<file path="src/rtl/alu_seq_if.sv">
`default_nettype none
// ============================================================================
//  Module      : alu_seq_if
//  Description : Request/response bundle for the sequential ALU. The master
//                side (execute stage) drives start, alucont and the operands.
//                The slave side (alu_seq) returns busy/done, the result and
//                the condition flags.
//  Ports       : none (signal bundle only). Parameter WIDTH sets the operand
//                and result width.
//  Revision    : 1.0  initial release
// ============================================================================
interface alu_seq_if #(
    parameter int WIDTH = 8
) ();
    logic             start;
    logic [2:0]       alucont;
    logic [WIDTH-1:0] a;
    logic [WIDTH-1:0] b;
    logic             busy;
    logic             done;
    logic [WIDTH-1:0] result;
    logic             zero;
    logic             carry;
    logic             overflow;
    logic             divzero;

    modport master (
        output start, alucont, a, b,
        input  busy, done, result, zero, carry, overflow, divzero
    );

    modport slave (
        input  start, alucont, a, b,
        output busy, done, result, zero, carry, overflow, divzero
    );
endinterface
`default_nettype wire

</file>
<file path="src/rtl/alu_seq.sv">
`default_nettype none
// ============================================================================
//  Module      : alu_seq
//  Description : Registered ALU with a start/busy/done handshake.
//                AND/OR/ADD/SUB/SLT finish one cycle after start.
//                MUL (shift-add), DIVU and REMU (restoring division) iterate
//                one bit per cycle for WIDTH cycles.
//  Ports       : clk   - rising-edge clock
//                reset - synchronous, active-high; aborts any op in flight
//                bus   - alu_seq_if.slave: start/alucont/a/b in,
//                        busy/done/result/zero/carry/overflow/divzero out
//  Revision    : 1.0  initial release
// ============================================================================
module alu_seq #(
    parameter int WIDTH = 8,
    parameter int CNTW  = $clog2(WIDTH + 1)
) (
    input  wire logic clk,
    input  wire logic reset,
    alu_seq_if.slave  bus
);

    localparam logic [2:0] c_OP_AND  = 3'b000;
    localparam logic [2:0] c_OP_OR   = 3'b001;
    localparam logic [2:0] c_OP_ADD  = 3'b010;
    localparam logic [2:0] c_OP_MUL  = 3'b011;
    localparam logic [2:0] c_OP_DIVU = 3'b100;
    localparam logic [2:0] c_OP_REMU = 3'b101;
    localparam logic [2:0] c_OP_SUB  = 3'b110;
    localparam logic [2:0] c_OP_SLT  = 3'b111;

    typedef enum logic [1:0] {
        S_IDLE = 2'd0,
        S_BUSY = 2'd1,
        S_DONE = 2'd2
    } state_t;

    state_t            state_q,    state_d;
    logic [2:0]        op_q,       op_d;
    // acc: MUL partial product / DIV partial remainder
    // x  : MUL multiplier (shifts right) / DIV dividend-becoming-quotient
    // y  : MUL multiplicand (shifts left) / DIV divisor
    logic [WIDTH-1:0]  acc_q,      acc_d;
    logic [WIDTH-1:0]  x_q,        x_d;
    logic [WIDTH-1:0]  y_q,        y_d;
    logic [CNTW-1:0]   cnt_q,      cnt_d;
    logic [WIDTH-1:0]  result_q,   result_d;
    logic              zero_q,     zero_d;
    logic              carry_q,    carry_d;
    logic              overflow_q, overflow_d;
    logic              divzero_q,  divzero_d;

    // ---------------- single-cycle datapath ----------------
    logic              w_is_sub;
    logic [WIDTH-1:0]  w_bx;
    logic [WIDTH:0]    w_sum;
    logic              w_ovf;
    logic              w_slt;
    logic              w_is_arith;
    logic              w_is_multi;
    logic [WIDTH-1:0]  w_single_res;

    // alucont[2] marks the subtracting forms (110 SUB, 111 SLT) whenever the
    // op is arithmetic; DIVU/REMU also have bit 2 set but never use the adder.
    assign w_is_sub   = bus.alucont[2];
    assign w_bx       = w_is_sub ? ~bus.b : bus.b;
    assign w_sum      = {1'b0, bus.a} + {1'b0, w_bx} + {{WIDTH{1'b0}}, w_is_sub};
    assign w_ovf      = (bus.a[WIDTH-1] == w_bx[WIDTH-1]) &&
                        (w_sum[WIDTH-1] != bus.a[WIDTH-1]);
    // Sign of the difference corrected by overflow gives the true signed a<b.
    assign w_slt      = w_sum[WIDTH-1] ^ w_ovf;
    assign w_is_arith = (bus.alucont == c_OP_ADD) || (bus.alucont == c_OP_SUB) ||
                        (bus.alucont == c_OP_SLT);
    assign w_is_multi = (bus.alucont == c_OP_MUL) || (bus.alucont == c_OP_DIVU) ||
                        (bus.alucont == c_OP_REMU);

    always_comb begin
        w_single_res = '0;
        case (bus.alucont)
            c_OP_AND: w_single_res = bus.a & bus.b;
            c_OP_OR:  w_single_res = bus.a | bus.b;
            c_OP_ADD,
            c_OP_SUB: w_single_res = w_sum[WIDTH-1:0];
            c_OP_SLT: w_single_res = {{(WIDTH-1){1'b0}}, w_slt};
            default:  w_single_res = '0;
        endcase
    end

    // ---------------- iterative datapath ----------------
    logic [WIDTH-1:0]  w_mul_acc;
    logic [WIDTH:0]    w_rsh;
    logic [WIDTH:0]    w_trial;
    logic              w_ge;

    assign w_mul_acc = acc_q + (x_q[0] ? y_q : {WIDTH{1'b0}});
    assign w_rsh     = {acc_q, x_q[WIDTH-1]};
    assign w_trial   = w_rsh - {1'b0, y_q};
    // A zero divisor always "fits", which yields an all-ones quotient and
    // leaves the dividend in the remainder without any special case.
    assign w_ge      = ~w_trial[WIDTH];

    // ---------------- state register ----------------
    always_ff @(posedge clk) begin
        if (reset) begin
            state_q    <= S_IDLE;
            op_q       <= c_OP_AND;
            acc_q      <= '0;
            x_q        <= '0;
            y_q        <= '0;
            cnt_q      <= '0;
            result_q   <= '0;
            zero_q     <= 1'b1;
            carry_q    <= 1'b0;
            overflow_q <= 1'b0;
            divzero_q  <= 1'b0;
        end else begin
            state_q    <= state_d;
            op_q       <= op_d;
            acc_q      <= acc_d;
            x_q        <= x_d;
            y_q        <= y_d;
            cnt_q      <= cnt_d;
            result_q   <= result_d;
            zero_q     <= zero_d;
            carry_q    <= carry_d;
            overflow_q <= overflow_d;
            divzero_q  <= divzero_d;
        end
    end

    // ---------------- next state / datapath control ----------------
    always_comb begin
        state_d    = state_q;
        op_d       = op_q;
        acc_d      = acc_q;
        x_d        = x_q;
        y_d        = y_q;
        cnt_d      = cnt_q;
        result_d   = result_q;
        zero_d     = zero_q;
        carry_d    = carry_q;
        overflow_d = overflow_q;
        divzero_d  = divzero_q;

        case (state_q)
            S_IDLE: begin
                if (bus.start) begin
                    if (w_is_multi) begin
                        // MUL and DIV share the same operand loading.
                        op_d    = bus.alucont;
                        acc_d   = '0;
                        x_d     = bus.a;
                        y_d     = bus.b;
                        cnt_d   = CNTW'(WIDTH);
                        state_d = S_BUSY;
                    end else begin
                        result_d   = w_single_res;
                        zero_d     = (w_single_res == '0);
                        carry_d    = w_is_arith & w_sum[WIDTH];
                        overflow_d = w_is_arith & w_ovf;
                        divzero_d  = 1'b0;
                        state_d    = S_DONE;
                    end
                end
            end

            S_BUSY: begin
                if (op_q == c_OP_MUL) begin
                    acc_d = w_mul_acc;
                    x_d   = x_q >> 1;
                    y_d   = y_q << 1;
                end else begin
                    acc_d = w_ge ? w_trial[WIDTH-1:0] : w_rsh[WIDTH-1:0];
                    x_d   = {x_q[WIDTH-2:0], w_ge};
                end
                cnt_d = cnt_q - CNTW'(1);

                if (cnt_q == CNTW'(1)) begin
                    case (op_q)
                        c_OP_MUL:  result_d = w_mul_acc;
                        c_OP_DIVU: result_d = x_d;
                        default:   result_d = acc_d;
                    endcase
                    zero_d     = (result_d == '0);
                    carry_d    = 1'b0;
                    overflow_d = 1'b0;
                    divzero_d  = (op_q != c_OP_MUL) && (y_q == '0);
                    state_d    = S_DONE;
                end
            end

            S_DONE: begin
                state_d = S_IDLE;
            end

            default: begin
                state_d = S_IDLE;
            end
        endcase
    end

    assign bus.busy     = (state_q == S_BUSY);
    assign bus.done     = (state_q == S_DONE);
    assign bus.result   = result_q;
    assign bus.zero     = zero_q;
    assign bus.carry    = carry_q;
    assign bus.overflow = overflow_q;
    assign bus.divzero  = divzero_q;

endmodule
`default_nettype wire

</file>
<file path="src/flat_wrapper.sv">
// flat-port wrapper written by rule: the top's interface ports become plain ports
module alu_seq_flat 
#(
    parameter int WIDTH = 8,
    parameter int CNTW  = $clog2(WIDTH + 1)
)
  (clk, reset, bus_start, bus_alucont, bus_a, bus_b, bus_busy, bus_done, bus_result, bus_zero, bus_carry, bus_overflow, bus_divzero);
  alu_seq_if #(.WIDTH(WIDTH)) bus_i ();
  input  wire logic clk;
  input  wire logic reset;
  input wire logic [$bits(bus_i.start)-1:0] bus_start;
  input wire logic [$bits(bus_i.alucont)-1:0] bus_alucont;
  input wire logic [$bits(bus_i.a)-1:0] bus_a;
  input wire logic [$bits(bus_i.b)-1:0] bus_b;
  output wire logic [$bits(bus_i.busy)-1:0] bus_busy;
  output wire logic [$bits(bus_i.done)-1:0] bus_done;
  output wire logic [$bits(bus_i.result)-1:0] bus_result;
  output wire logic [$bits(bus_i.zero)-1:0] bus_zero;
  output wire logic [$bits(bus_i.carry)-1:0] bus_carry;
  output wire logic [$bits(bus_i.overflow)-1:0] bus_overflow;
  output wire logic [$bits(bus_i.divzero)-1:0] bus_divzero;
  assign bus_i.start = bus_start;
  assign bus_i.alucont = bus_alucont;
  assign bus_i.a = bus_a;
  assign bus_i.b = bus_b;
  assign bus_busy = bus_i.busy;
  assign bus_done = bus_i.done;
  assign bus_result = bus_i.result;
  assign bus_zero = bus_i.zero;
  assign bus_carry = bus_i.carry;
  assign bus_overflow = bus_i.overflow;
  assign bus_divzero = bus_i.divzero;
  alu_seq #(.WIDTH(WIDTH), .CNTW(CNTW)) u_core (.clk(clk), .reset(reset), .bus(bus_i));
endmodule
</file>
<file path="config.mk">
export PLATFORM = sky130hd
export DESIGN_NAME = alu_seq_flat
export DESIGN_NICKNAME = d
export VERILOG_FILES = /design/src/rtl/alu_seq_if.sv /design/src/rtl/alu_seq.sv /design/src/flat_wrapper.sv
export SDC_FILE = /design/constraint.sdc
export NUM_CORES = 1
export LEC_CHECK = 0
export CELL_PAD_IN_SITES_DETAIL_PLACEMENT = 1
export CELL_PAD_IN_SITES_GLOBAL_PLACEMENT = 1
export CORE_ASPECT_RATIO = 0.7
export CORE_MARGIN = 1.5
export CORE_UTILIZATION = 46
export DETAILED_ROUTE_END_ITERATION = 8
export GPL_ROUTABILITY_DRIVEN = 0
export GPL_TIMING_DRIVEN = 0
export PLACE_DENSITY_LB_ADDON = 0.1
export SLEW_MARGIN = 40
export SYNTH_ARGS = -nofsm -noshare
export SYNTH_HDL_FRONTEND = slang
export SYNTH_SLANG_ARGS = --single-unit
</file>
<file path="constraint.sdc">
create_clock -name clk -period 4.47 [get_ports clk]
set_input_delay 0.894 -clock clk [delete_from_list [all_inputs] [get_ports clk]]
set_output_delay 0.894 -clock clk [all_outputs]
set_load 0.1 [all_outputs]
</file>
==> impl_metrics.py, run 1 <==
metrics = {
    "outcome": {
        "status": "finished clean",
    },
    "synth": {
        "syn_area_um2": 3722,
        "ys_ff_latch": 45,
        "synthTopCellsByArea": "dfxtp_1, ha_1, nand2_1",
        "yosysUniqueCellTypes": 64,
        "yosys_warnings": 0,
        "syn_area_per_cell_um2": 7.739,
        "async_reset_ff_frac": 0,
        "synth_top_flop_cell": "dfxtp_1",
        "syn_nets": 530,
        "synthTopCellsByCount": "nand2_1, nor2_1, dfxtp_1, a21oi_1, ha_1",
        "syn_inst": 481,
        "synth_top_area_share": 0.2420,
        "synth_area_leader_cell": "dfxtp_1",
        "synth_edf_count": 0,
        "ys_seq_area_frac": 0.2420,
        "synth.most_common_cell": "nand2_1",
    },
    "timing": {
        "hold_ws_ns": 0.4527,
        "slew_headroom": 0.4113,
        "fin_skew_ns": 0.01180,
        "fin_setup_tns_ns": 0,
        "period_share": 0.9206,
        "slew_viol_final": 0,
        "setup_violations": 0,
        "post-route-min-period_ns": 4.115,
        "max_freq_mhz": 243.0,
        "rsz0062_at_grt": "no",
        "worst_slew_pin_slew_ns": 0.8782,
        "finalHoldViolCount": 0,
    },
    "clocking": {
        "clock_sinks": 45,
        "numCtsBuffers": 5,
        "cts_htree_levels": 2,
        "clock_path_buffers": 2,
        "cts_tree": "done",
        "post-cts-setup-buffers": 0,
        "clk_pin_slew_ns": 0.06,
        "cts_resized": 0,
        "clkLatencyLatePin_ns": 0.30,
        "cts-root-buf": "clkbuf_16",
        "postCtsHoldBufs": 0,
    },
    "setup_path": {
        "worst_ep_arrival_time_ns": 4.33,
        "worstPathRequired_ns": 4.69,
        "start_kind": "primary input",
        "worstSetupPathType": "in -> reg",
        "critPathCaptureType": "register",
        "critPathMaxFanout": 10,
    },
    "pwr": {
        "total_leakage_power_nw": 1.666,
        "p_per_area_nw_per_um2": 342.4,
        "ir_drop_mv": 0.2262,
        "fin_total_pwr_w": 0.001464,
    },
    "global_route": {
        "grt_antenna_before_repair": 0,
        "grt_util_all_layers": 0.3147,
        "grt_pass1_wl_mm": 21.27,
        "grt_overflow_total": 0,
        "first_global_vias": 3868,
        "grt_max_degree": 15,
    },
    "final_layout": {
        "syn_to_final_growth_pct": 14.89,
        "multi_input_area_um2": 2596,
        "drive_above_1_share": 0.07457,
        "fill_cells": 1022,
        "regArea_um2": 900.9,
        "fin_nets": 571,
        "diodes": 0,
    },
    "drt": {
        "drcViolationCount": 0,
        "ant_nets": 0,
        "wl_per_cell_um": 21.68,
        "drt_iter0_drc": 278,
        "vias": 3928,
        "firstDrtPassIters": 5,
        "finalWirelength_mm": 13.53,
        "vias_per_cell": 6.295,
    },
    "floorplanning": {
        "core_area_um2": 7838,
        "num_rows": 27,
        "die_x_um": 110.5,
        "chipHeight_um": 78.26,
        "initial_utilization": 0.4749,
        "die-area_um2": 8649,
        "ios": 36,
    },
    "placed_design": {
        "place_hpwl_mm": 10.65,
        "portBuffers": 34,
    },
    "hold_path": {
        "worstHoldPathType": "reg -> reg",
    },
    "flow_run": {
        "maxCapViolCount": 0,
    },
}
-- cells in the final DEF (no fill, tap or decap), types with 3 or more instances in the layout --
cell / n
a311oi_1: 8
nand2_1: 62
maj3_1: 7
buf_2: 14
ha_1: 24
nor4_1: 6
a211oi_1: 7
clkbuf_1: 16
a21o_1: 4
fa_1: 3
a211o_1: 5
or2_2: 3
o21ai_0: 14
clkbuf_16: 5
inv_1: 23
mux2i_1: 11
and2_1: 6
a22oi_1: 8
o2111ai_1: 3
o21a_1: 5
nand2b_1: 3
a32oi_1: 3
xor2_1: 16
dfxtp_1: 45
o211ai_1: 15
nor2_1: 61
nand3_1: 8
xnor2_1: 11
nor2b_1: 4
a221oi_1: 5
buf_1: 3
clkbuf_8: 6
nand3b_1: 3
clkdlybuf4s50_1: 20
nor3_1: 9
a21oi_1: 35
o21bai_1: 3
-- registers in the layout, indices dropped and copies added (netlist names) --
name	cells
u_core.bus.overflow	1
u_core.state_q	2
u_core.bus.result	8
u_core.x_q	8
u_core.bus.zero	1
u_core.bus.divzero	1
u_core.y_q	8
u_core.cnt_q	4
u_core.op_q	3
u_core.bus.carry	1
u_core.acc_q	8
-- per-layer routing --
| layer | up-vias | wire, µm | global-route usage | part of all wire |
|---|---|---|---|---|
| li1 | 1828 | - | - | - |
| met1 | 1927 | 6467 | 0.4573 | 0.48 |
| met2 | 159 | 5626 | 0.4698 | 0.42 |
| met3 | 14 | 1316 | 0.08880 | 0.097 |
| met4 | 0 | 119 | 0.04872 | 0.0088 |
| met5 | - | 0 | 0 | 0 |
-- layout make-up --
type	instances	area share
timing repair buffer	34	0.06319
tap	101	0.02955
inverter	24	0.02106
clock inverter	2	0.003218
clock buffer	6	0.03248
buffer	24	0.03277
sequential	45	0.2106
multi-input combinational	388	0.6071
-- kinds of logic after synthesis --
family                     after synthesis  share of synthesized area
and+or+nand+nor                        179                     0.2205
AOI/OAI and AO/OA                      137                     0.2669
buffers and inverters                   48                    0.06185
DFF                                     45                     0.2420
adders and majority gates               34                     0.1156
xor gates and xnor gates                27                    0.06353
muxes                                   11                    0.02958
-- path summary, 6_finish.rpt --
kind,startpoint,endpoint,slack [ns],cells after the start
min,u_core.bus.result[0],u_core.bus.result[0],0.45,2
max,bus_alucont[2],u_core.bus.result[6],0.35,11
max reg2reg,u_core.y_q[0],u_core.bus.result[7],0.86,10
min reg2reg,u_core.bus.result[0],u_core.bus.result[0],0.45,2
-- critical path, stage by stage --
cell	delay (ns)
clkdlybuf4s50_1	0.62
buf_1	0.56
xor2_1	0.23
fa_1	0.48
a21oi_1	0.26
o211ai_1	0.14
a21oi_1	0.31
xnor2_1	0.20
a221oi_1	0.15
a211o_1	0.34
a21oi_1	0.14
-- stage by stage --
stage                     setup WS [ns]  area [µm²]  utilization  std cells
after global placement           0.2639        4189       0.5345        616
final                            0.3550        4277       0.5457        624
after global routing             0.2101        4277       0.5457        624
after detailed placement         0.1952        4124       0.5262        616
after floorplan                   1.317        3722            -        481
after CTS                        0.4652        4277       0.5457        624
-- report_power, final --
group	leakage [nW]	internal, W	switching, W
Sequential	0.367	0.000430	0.0000314
Clock	0.0768	0.000223	0.000166
Combinational	1.22	0.000223	0.000390
Total	1.67	0.000876	0.000588
No activity file was read; power rests on OpenSTA's default activity.
==> run 2: changes to the inputs <==
ABC_CLOCK_PERIOD_IN_PS = 4900   (was unset)
SLEW_MARGIN = unset   (was 40)
clock period = 4.9 ns   (was 4.47 ns; I/O delays follow)
==> run 2 against run 1 <==
- the run now ends with max-capacitance violations, max-slew violations left
- first-iteration DRC count increased by 34%
- hold slack about the same
- register-to-register slack gained 0.41 ns
- non-clock buffer count unchanged
- critical path type unchanged
- global-route usage up 0.62 points
- sequential power down 8.9%
- design area rose by 1.5%
- critical endpoint unchanged
- count of clock-buffer cells in the layout did not move
- sequential cell count unchanged
==> impl_metrics.py, run 2 (synthesis gave the netlist of run 1 again) <==
metrics = {
    "outcome": {
        "status": "complete, but fails checks",
        "violations": "max-capacitance violations, max-slew violations",
    },
    "global_route": {
        "use_met1": 0.4626,
        "grt_antenna_before_repair": 0,
        "first_global_vias": 3925,
        "grt_pass1_wl_mm": 21.58,
        "grt_overflow_total": 0,
        "top_usage_layer": "met2",
        "use_met3": 0.07568,
        "use_met2": 0.4815,
        "grt_util_all_layers": 0.3209,
        "grt_max_degree": 15,
    },
    "setup_path": {
        "critPathMaxFanout": 10,
        "start_kind": "primary input",
        "rr_endpoint": "u_core.bus.result[7]",
        "worst_ep_arrival_time_ns": 4.42,
        "reg2reg_from": "u_core.y_q[0]",
        "critPathCaptureType": "register",
        "r2r_slack_ns": 1.27,
        "worstSetupPathType": "in -> reg",
        "worstRegToRegCells": 10,
        "worstPathRequired_ns": 5.12,
    },
    "clocking": {
        "clock_path_buffers": 2,
        "cts_tree": "done",
        "clkLatencyLatePin_ns": 0.30,
        "clk_pin_slew_ns": 0.06,
        "post-cts-setup-buffers": 0,
        "postCtsHoldBufs": 0,
        "cts_htree_levels": 2,
        "cts-root-buf": "clkbuf_16",
        "clock_sinks": 45,
        "numCtsBuffers": 5,
        "cts_resized": 0,
    },
    "drt": {
        "firstDrtPassIters": 5,
        "finalWirelength_mm": 13.71,
        "wl_per_cell_um": 21.97,
        "drcViolationCount": 0,
        "ant_nets": 0,
        "vias": 3902,
        "drt_iter0_drc": 373,
        "vias_per_cell": 6.253,
    },
    "floorplanning": {
        "initial_utilization": 0.4749,
        "ios": 36,
        "die-area_um2": 8649,
        "chipHeight_um": 78.26,
        "core_area_um2": 7838,
        "num_rows": 27,
        "die_x_um": 110.5,
    },
    "timing": {
        "hold_ws_ns": 0.4524,
        "setup_violations": 0,
        "max_freq_mhz": 238.1,
        "slew_viol_final": 11,
        "rsz0062_at_grt": "no",
        "fin_skew_ns": 0.01208,
        "fin_setup_tns_ns": 0,
        "period_share": 0.8572,
        "post-route-min-period_ns": 4.200,
        "setup_slack_ns": 0.6998,
        "slew_headroom": -0.01777,
        "finalHoldViolCount": 0,
        "worst_slew_pin_slew_ns": 1.515,
    },
    "pwr": {
        "total_leakage_power_nw": 1.639,
        "ir_drop_mv": 0.2059,
        "p_per_area_nw_per_um2": 309.9,
        "fin_total_pwr_w": 0.001345,
    },
    "hold_path": {
        "hold_start": "u_core.bus.result[0]",
        "hold_depth": 2,
        "worstHoldPathType": "reg -> reg",
        "hold_end": "u_core.bus.result[0]",
    },
    "final_layout": {
        "final_cell_mix": "nand2_1, nor2_1, dfxtp_1",
        "multi_input_area_um2": 2591,
        "final_cell_area_um2": 4342,
        "drive_above_1_share": 0.04589,
        "fill_cells": 987,
        "diodes": 0,
        "regArea_um2": 900.9,
        "fin_nets": 571,
        "syn_to_final_growth_pct": 16.64,
        "final_common_cell": "nand2_1",
    },
    "placed_design": {
        "place_hpwl_mm": 10.67,
        "post_dp_cell_area_um2": 4189,
        "portBuffers": 34,
        "post-place-ws_ns": 0.5251,
    },
    "flow_run": {
        "maxCapViolCount": 1,
    },
}
==> run 2: cell types whose count changed in the layout (fill, tap and decap cells not counted) <==
| cell | change |
|---|---|
| nor3_2 | -1 |
| buf_2 | -14 |
| nor3_1 | +1 |
| clkdlybuf4s50_1 | +14 |
==> run 2: cell type report <==
| type | instances | share of cell area |
|---|---|---|
| plain buffers | 24 | 0.03228 |
| clock buffers | 6 | 0.03199 |
| clock inverters | 2 | 0.003170 |
| inverters | 24 | 0.02075 |
| multi-input cells | 388 | 0.5968 |
| flip-flops and latches | 45 | 0.2075 |
| well taps | 101 | 0.02911 |
| repair buffers | 34 | 0.07839 |
==> run 2: power by group <==
| group | switching [W] | leakage [nW] | total, W | internal [W] |
|---|---|---|---|---|
| clock | 0.000153 | 0.0768 | 0.000357 | 0.000203 |
| sequential | 0.0000288 | 0.367 | 0.000421 | 0.000393 |
| combinational | 0.000357 | 1.20 | 0.000567 | 0.000210 |
| total | 0.000539 | 1.64 | 0.00135 | 0.000806 |
==> run 2: critical path, stage by stage <==
cell and delay (ns):
clkdlybuf4s50_1 0.65, buf_1 0.55, xor2_1 0.23, fa_1 0.47
a21oi_1 0.26, o211ai_1 0.14, a21oi_1 0.30, xnor2_1 0.19
a221oi_1 0.15, a211o_1 0.33, a21oi_1 0.15
==> run 2: worst max-delay path by stage <==
stage	startpoint	endpoint	slack (ns)
6_report	bus_alucont[2]	u_core.bus.result[6]	0.70
5_1_grt	bus_alucont[2]	u_core.bus.result[6]	0.54
4_1_cts	bus_alucont[2]	u_core.bus.zero	0.81
3_5_place_dp	bus_alucont[2]	u_core.bus.result[0]	0.53
3_3_place_gp	bus_alucont[2]	u_core.bus.result[0]	0.61
2_1_floorplan	bus_alucont[2]	u_core.bus.result[0]	1.66
==> run 2: metal layers <==
layer,wire [µm],vias to the layer above,part of all wire
li1,-,1826,-
met1,6582,1903,0.48
met2,5714,152,0.42
met3,1218,21,0.089
met4,196,0,0.014
met5,0,-,0
==> run 2: through the flow <==
| stage | utilization | std cells |
|---|---|---|
| 3_5_place_dp | 0.5345 | 616 |
| 5_1_grt | 0.5540 | 624 |
| 3_3_place_gp | 0.5345 | 616 |
| 6_report | 0.5540 | 624 |
| 4_1_cts | 0.5540 | 624 |
| 2_1_floorplan | - | 481 |
==> run 3: changes to the inputs <==
SLEW_MARGIN = 10   (was unset)
==> run 3 against run 2 <==
- the flow now finishes without violations
- non-clock buffer count unchanged
- register-to-register slack is essentially flat
- die area unchanged
- sequential power about the same
- clock skew decreased by 0.0023 ns
- wire length shrank 1.4%
- via count down 0.26%
- critical path depth is 1 higher
- critical path type unchanged
- largest power group unchanged
- highest routed layer unchanged
==> impl_metrics.py, run 3 (synthesis gave the netlist of run 1 again) <==
metrics = {
    "final_layout": {
        "fill_cells": 979,
        "fin_nets": 571,
        "final_common_cell": "nand2_1",
        "instances_no_fill": 624,
        "drive_above_1_share": 0.04780,
        "diodes": 0,
        "syn_to_final_growth_pct": 16.77,
        "final_cell_mix": "nand2_1, nor2_1, dfxtp_1",
        "final_cell_area_um2": 4347,
    },
    "clocking": {
        "cts-root-buf": "clkbuf_16",
        "numCtsBuffers": 5,
        "cts_htree_levels": 2,
        "clock_path_buffers": 2,
        "clk_pin_slew_ns": 0.06,
        "clock_sinks": 45,
        "post-cts-setup-buffers": 0,
        "postCtsHoldBufs": 0,
        "cts_resized": 0,
        "clkLatencyLatePin_ns": 0.30,
        "cts_tree": "done",
    },
    "drt": {
        "wl_met3_mm": 1.190,
        "firstDrtPassIters": 5,
        "wl_met2_mm": 5.521,
        "finalWirelength_mm": 13.52,
        "highest_layer": "met4",
        "drt-met1-wl_mm": 6.630,
        "ant_nets": 0,
        "drcViolationCount": 0,
        "vias": 3892,
        "vias_per_cell": 6.237,
        "drt_iter0_drc": 315,
        "wl_per_cell_um": 21.67,
    },
    "floorplanning": {
        "die-area_um2": 8649,
        "ios": 36,
        "initial_utilization": 0.4749,
        "die_x_um": 110.5,
        "chipHeight_um": 78.26,
        "core_area_um2": 7838,
        "num_rows": 27,
    },
    "setup_path": {
        "path_depth": 12,
        "worst_ep_arrival_time_ns": 4.41,
        "worstRegToRegCells": 10,
        "setup.worst_path.start": "bus_alucont[2]",
        "start_kind": "primary input",
        "r2r_slack_ns": 1.26,
        "cp_num_buf_inv": 2,
        "critPathCaptureType": "register",
        "max_stage_delay_ns": 0.63,
        "reg2reg_from": "u_core.y_q[0]",
        "critPathTopFamily": "compound AO/OA/AOI/OAI gates",
        "slowest_stage": "clkdlybuf4s50_1",
        "path_cells": "clkdlybuf4s50_1 -> buf_1 -> xor2_1 -> ha_1 -> nand3_1 -> o2111ai_1 -> a31oi_1 -> a41o_1 -> a21oi_1 -> and2_1 -> a211o_1 -> a21oi_1",
        "cp_common_cell": "a21oi_1",
        "critPathMaxFanout": 10,
        "worstPathRequired_ns": 5.13,
        "worstSetupPathType": "in -> reg",
    },
    "placed_design": {
        "post_dp_cell_area_um2": 4194,
        "dp_cells": 616,
        "portBuffers": 34,
        "place_hpwl_mm": 10.62,
    },
    "timing": {
        "rsz0062_at_grt": "no",
        "post-route-min-period_ns": 4.179,
        "slew_headroom": 0.3531,
        "max_freq_mhz": 239.3,
        "slew_viol_final": 0,
        "finalHoldViolCount": 0,
        "setup_violations": 0,
        "fin_setup_tns_ns": 0,
        "fin_skew_ns": 0.009775,
        "period_share": 0.8529,
        "worst_slew_pin_slew_ns": 0.9673,
    },
    "pwr": {
        "p_clk_frac": 0.264,
        "ir_drop_mv": 0.2076,
        "total_leakage_power_nw": 1.643,
        "swShare": 0.3993,
        "switchingPower_w": 0.0005359,
        "p_per_area_nw_per_um2": 308.8,
        "internal_power_w": 0.0008064,
        "power_frac_seq": 0.314,
        "combPwrFrac": 0.423,
    },
    "global_route": {
        "grt_max_degree": 15,
        "grt_util_all_layers": 0.3131,
        "first_global_vias": 3848,
        "grt_pass1_wl_mm": 21.11,
        "grt_overflow_total": 0,
        "grt_antenna_before_repair": 0,
    },
    "outcome": {
        "status": "finished clean",
    },
    "hold_path": {
        "hold_start": "u_core.bus.result[6]",
        "worstHoldPathType": "reg -> reg",
        "hold_depth": 2,
    },
    "flow_run": {
        "maxCapViolCount": 0,
    },
}
run 3: cell count changes in the layout (fill, tap and decap cells not counted):
cell and delta:
nor3_1 -1, nor3_2 +1
run 3: layout make-up:
| cell class | count | area [µm²] | area share |
|---|---|---|---|
| buffer | 24 | 140.1 | 0.03224 |
| clock inverter | 2 | 13.76 | 0.003166 |
| sequential | 45 | 900.9 | 0.2073 |
| multi-input combinational | 388 | 2596 | 0.5973 |
| tap | 101 | 126.4 | 0.02907 |
| clock buffer | 6 | 138.9 | 0.03195 |
| timing repair buffer | 34 | 340.3 | 0.07830 |
| inverter | 24 | 90.09 | 0.02073 |
run 3: through the flow:
stage	total power (W)	util	worst slack, ns	hold WS (ns)
floorplan	0.0008205	-	1.661	0.4319
global placement	0.0009607	0.5345	0.6079	0.4380
detailed placement	0.0009791	0.5351	0.5254	0.4491
CTS	0.001336	0.5546	0.8133	0.4653
global route	0.001403	0.5546	0.5390	0.4849
finish	0.001342	0.5546	0.7206	0.4611
run 3: worst paths after layout:
check,to
worst min register to register,u_core.bus.result[6]
worst min-delay path,u_core.bus.result[6]
worst max register to register,u_core.bus.result[7]
worst max-delay path,u_core.bus.result[0]
run 3: worst register-to-register path: cells and delay by family (launching register included):
family / cells / cell delay, ns
fa+ha+maj: 2 / 0.71
flops: 1 / 0.49
compound gates: 5 / 1.89
simple gates: 2 / 0.38
buf+inv: 1 / 0.07
run 3: power groups by stage:
stage / clock network [W] / registers [W] / logic [W]
final: 0.000354 / 0.000421 / 0.000567
after global routing: 0.000374 / 0.000424 / 0.000605
after CTS: 0.000361 / 0.000420 / 0.000555
after detailed placement: 0 / 0.000428 / 0.000551
after global placement: 0 / 0.000426 / 0.000534
after floorplan: 0 / 0.000466 / 0.000354
run 3: routing by layer:
| metal | vias up | track usage |
|---|---|---|
| met2 | 154 | 0.4623 |
| met5 | - | 0 |
| met1 | 1892 | 0.4476 |
| met4 | 0 | 0.07436 |
| met3 | 19 | 0.09112 |
| li1 | 1827 | - |
